==> config.mk <==
export PLATFORM = sky130hd
export DESIGN_NAME = image_vector_fetch
export DESIGN_NICKNAME = d
export VERILOG_FILES = /design/src/rtl/image_vector_fetch.sv
export SDC_FILE = /design/constraint.sdc
export NUM_CORES = 1
export LEC_CHECK = 0
export BUFFER_PORTS_ARGS = -buffer_cell sky130_fd_sc_hd__buf_4
export CORE_AREA = 2 2 226 228
export CTS_BUF_LIST = sky130_fd_sc_hd__clkbuf_4 sky130_fd_sc_hd__clkbuf_8 sky130_fd_sc_hd__clkbuf_16
export CTS_CLUSTER_DIAMETER = 40
export CTS_CLUSTER_SIZE = 20
export DETAILED_ROUTE_END_ITERATION = 7
export DIE_AREA = 0 0 228 230
export SLEW_MARGIN = 20
export SYNTH_ARGS = -nofsm -noshare
export SYNTH_HDL_FRONTEND = slang
export SYNTH_SLANG_ARGS = --single-unit
export TNS_END_PERCENT = 1
==> constraint.sdc <==
create_clock -name CLK -period 1.6 [get_ports CLK]
set_input_delay 0.08 -clock CLK [delete_from_list [all_inputs] [get_ports CLK]]
set_output_delay 0.08 -clock CLK [all_outputs]
set_load 0.005 [all_outputs]
==> src/rtl/image_vector_fetch.sv <==
// image_vector_fetch: scans a frame as LANES-pixel vectors with a valid/ready output handshake.
// Optional backpressure counter enabled with macro IMAGE_FETCH_STALL_CNT_EN.
module image_vector_fetch #(
  parameter int IMAGE_WIDTH  = 96,
  parameter int IMAGE_HEIGHT = 96,
  parameter int PIX_SIZE     = 8,
  parameter int LANES        = 8
) (
  input  logic               CLK,
  input  logic               RST_N,
  input  logic               start,
  input  logic [15:0]        base_addr,
  output logic [15:0]        Addr,
  input  logic [15:0][15:0]  RD,
  output logic [15:0][15:0]  vec_out,
  output logic               vec_valid,
  input  logic               vec_ready,
  output logic [10:0]        vec_index,
  output logic               busy,
  output logic               done,
  output logic [15:0]        stall_cnt
);
  localparam logic [10:0] LAST = 11'(IMAGE_WIDTH * IMAGE_HEIGHT / LANES - 1);
  typedef enum logic [1:0] {IDLE, FETCH, HOLD, DONE} state_t;
  state_t state;
  logic unused_rd;
  assign unused_rd = ^RD;
  // scan sequencer: fetch a vector, hold it until accepted, advance or finish
  always_ff @(posedge CLK or negedge RST_N)
    if (!RST_N) begin
      state     <= IDLE;
      Addr      <= '0;
      vec_out   <= '0;
      vec_valid <= 1'b0;
      vec_index <= '0;
      busy      <= 1'b0;
      done      <= 1'b0;
    end else
      case (state)
        IDLE: if (start) begin
          Addr      <= base_addr;
          vec_index <= '0;
          busy      <= 1'b1;
          state     <= FETCH;
        end
        FETCH: begin
          for (int i = 0; i < 16; i++)
            vec_out[i] <= (i < LANES) ? {{(16-PIX_SIZE){1'b0}}, RD[i][PIX_SIZE-1:0]} : 16'h0;
          vec_valid <= 1'b1;
          state     <= HOLD;
        end
        HOLD: if (vec_ready) begin
          vec_valid <= 1'b0;
          if (vec_index == LAST) begin
            busy  <= 1'b0;
            done  <= 1'b1;
            state <= DONE;
          end else begin
            Addr      <= Addr + 16'(LANES);
            vec_index <= vec_index + 11'd1;
            state     <= FETCH;
          end
        end
        DONE: begin
          done  <= 1'b0;
          state <= IDLE;
        end
      endcase
`ifdef IMAGE_FETCH_STALL_CNT_EN
  // saturating count of cycles a valid vector waits on the consumer
  always_ff @(posedge CLK or negedge RST_N)
    if (!RST_N) stall_cnt <= '0;
    else if (state == IDLE && start) stall_cnt <= '0;
    else if (vec_valid && !vec_ready && stall_cnt != 16'hFFFF) stall_cnt <= stall_cnt + 16'd1;
`else
  assign stall_cnt = '0;
`endif
endmodule

==> out/metrics.cfg <==
[timing]
period_share=1.00
layout_min_cycle_time_ns=1.61
max_freq_mhz=622
fin_ws_ns=-0.00767
skew_ns=0.0105
hold_viol_final=0
finalSetupViolCount=13
holdWs_ns=0.0334
drv_slew=0
rsz0062_at_grt=true

[placed_design]
io_buffers=177
dp_slack_ns=-0.166
place_congestion=0.729
hpwlAfterDp_um=15600

[worst_setup_path]
worstPathCellList=buf_4 -> nor2b_4 -> buf_12 -> buf_6 -> buf_12 -> mux2_2
max_stage_delay_ns=0.42
critPathCaptureType=flop
cp_top_family=buffers and inverters
timing.critical_path.to=vec_out[114]
crit_slowest_cell=dfrtp_1
cp_num_buf_inv=4
rrSetupSlack_ns=-0.008
crit_start=state[1]
cp.depth=6
cp_max_fo=11
worstPathRequired_ns=1.85
r2r-start=state[1]
cp_common_cell=buf_12
arrival_ns=1.86
critical_path.startpoint_type=flop
reg2reg_depth=6
r2r_end=vec_out[114]
crit_type=reg -> reg

[routing]
via_per_inst=2.99
drc=0
ant_nets=0
first_pass_iters=4
drt_iter0_drc=157
num_vias=4560
wl_per_cell_um=13.1
finalWirelength_um=20000

[global_routing]
grt_max_degree=32
overflow=0
grtUsageTotal=0.0724
grt_pass1_wl_um=27800
antenna_found_initial=6
grt_pass1_vias=4397

[yosys]
postSynthCellCount=545
synth_area_um2=5730
yosys.area.top_type_share=0.419
yosysTopAreaCell=dfrtp_1
synth_ff_type=dfrtp_1
synthTopCellsByArea=dfrtp_1, buf_4, mux2_2
synth-edff-count=0
synth_seq_area_share=0.419
synthArstFlopShare=1.00
synth.avg_cell_area_um2=10.5
synth_seq_cells=96
ys_types=45
yosysWarnings=0

[floorplanning]
core_um2=49900
ios=578
dieArea_um2=52400
fp-row-count=82
initial_utilization=0.115
die_w_um=228
die_h_um=230

[final_layout]
layout-drive-gt1-share=0.406
n_fill_cell=5512
seqCellArea_um2=2400
multiInputGateArea_um2=2570
area_delta_synth_final_pct=52.9
nets=1126

[cts]
clk_path_buf_depth=2
clkLatencyLatePin_ns=0.37
cts_buffers=9
cts_tree=yes
cts_root_buffer=clkbuf_16
cts.htree.levels=3
cts.sinks=96
cts.reportedPaths.clkPinSlew_ns=0.08

[run_status]
violations=setup timing
outcome=complete, but fails checks

[pwr]
ir_worst_vdd_mv=1.03
p_per_area_nw_per_um2=1460
total_leakage_power_nw=4.06

[run]
max-cap-violations=0

[worst_hold_path]
hp-class=in -> reg

==> registers in the layout (all words and copies together) (netlist names) <==
register and cells:
Addr 16, vec_valid 1, state 2, vec_index 11, vec_out 64, done 1
busy 1
==> kinds of logic after synthesis <==
logic type                 after synthesis  share of synthesized area
AOI/OAI and AO/OA                       73                     0.0826
adders and majority gates                2                    0.00437
buffers and inverters                  232                      0.290
DFF                                     96                      0.419
muxes                                   70                      0.137
other                                    1                   0.000655
and+or+nand+nor                         71                     0.0657
==> cell type report <==
cell class | instances | share of cell area
Clock inverter | 7 | 0.00714
Antenna cell | 1 | 0.000286
Tap cell | 672 | 0.0960
Multi-Input combinational cell | 424 | 0.293
Clock buffer | 9 | 0.0257
Inverter | 4 | 0.00171
Sequential cell | 96 | 0.274
Timing Repair Buffer | 313 | 0.301
==> through the flow <==
stage	setup TNS [ns]	std cells	total power [mW]	util	area, um2
final	-0.0560	1526	12.8	0.176	8760
after global routing	-2.34	1525	13.7	0.176	8760
after CTS	-0.633	1524	12.8	0.174	8650
after detailed placement	-3.69	1429	10.1	0.151	7510
after global placement	-2.52	1429	9.97	0.151	7510
after floorplan	-2.89	752	6.98	-	6530
==> cell usage after synthesis (2+ instances only) <==
master and count:
mux2_2 67, o211ai_1 3, nand2b_1 4, nand4_1 3, inv_1 4, and3_1 6, nand2_1 19, dfrtp_1 96
mux2i_1 3, o22ai_1 2, o31ai_1 13, o32ai_1 2, buf_2 10, clkbuf_1 8, nor3_1 2, a21oi_1 10
buf_1 2, and2_1 2, nor2_1 7, nand3_1 15, or2_2 2, a31oi_1 14, o21ai_0 17, nor2b_1 2
a2bb2oi_1 3, buf_4 208, o2bb2ai_1 2, ha_1 2
==> cell usage in the layout, fill, tap and decap left out, types with 2 or more instances in the layout <==
master	netlist	routed
a21oi_1	10	9
a2bb2oi_1	3	3
a31oi_1	14	10
a31oi_2	0	2
a31oi_4	0	2
and2_1	2	2
and3_1	6	5
buf_12	0	4
buf_4	208	229
buf_6	0	5
clkbuf_16	0	10
clkinvlp_4	0	3
conb_1	1	208
dfrtp_1	96	95
dlygate4sd3_1	0	73
inv_1	4	4
inv_8	0	2
mux2_2	67	65
mux2_4	0	2
mux2i_1	3	3
nand2_1	19	19
nand2b_1	4	4
nand3_1	15	14
nand4_1	3	3
nor2_1	7	6
nor2_4	0	2
nor3_1	2	2
o211ai_1	3	3
o21ai_0	17	12
o21ai_1	0	5
o22ai_1	2	2
o2bb2ai_1	2	2
o31ai_1	13	10
o31ai_2	0	3
o32ai_1	2	2
==> metal layers <==
metal	global-route usage	vias up	part of all wire
met1	0.0762	2144	0.36
met5	0	-	0.0024
met2	0.114	307	0.46
met4	0.0245	8	0.018
li1	-	2070	-
met3	0.0505	31	0.16
==> where the power goes <==
| group | total, mW | internal [mW] | switching [mW] |
|---|---|---|---|
| sequential | 4.23 | 3.52 | 0.707 |
| combinational | 6.36 | 3.54 | 2.82 |
| clock | 2.21 | 1.09 | 1.12 |
| total | 12.8 | 8.15 | 4.65 |
==> worst reg2reg max path: stages, from the launching register on <==
cell	delay, ns
dfrtp_1	0.42
buf_4	0.18
nor2b_4	0.12
buf_12	0.14
buf_6	0.14
buf_12	0.14
mux2_2	0.36
==> worst min path at each step <==
stage                       startpoint           end  slack (ns)  cells past startpoint
after global routing      base_addr[6]       Addr[6]        0.03                      3
after detailed placement         RST_N  vec_out[113]        0.04                      1
final                     base_addr[7]       Addr[7]        0.03                      3
after global placement           RST_N    vec_out[7]        0.03                      1
after CTS                    vec_ready     vec_valid      0.0005                      4
after floorplan                  RST_N       Addr[0]       -0.22                      0
==> what timing repair did <==
item | in CTS | in global routing
gates cloned | 1 | 1
buffers inserted | 5 | 0
pin swaps | 6 | 5
endpoints found under the setup margin | 67 | 49
resized for setup | 12 | 18
endpoints found under the hold margin | 134 | 0
hold buffers | 73 | 0
Note: power is estimated with default switching activity, not from simulation.
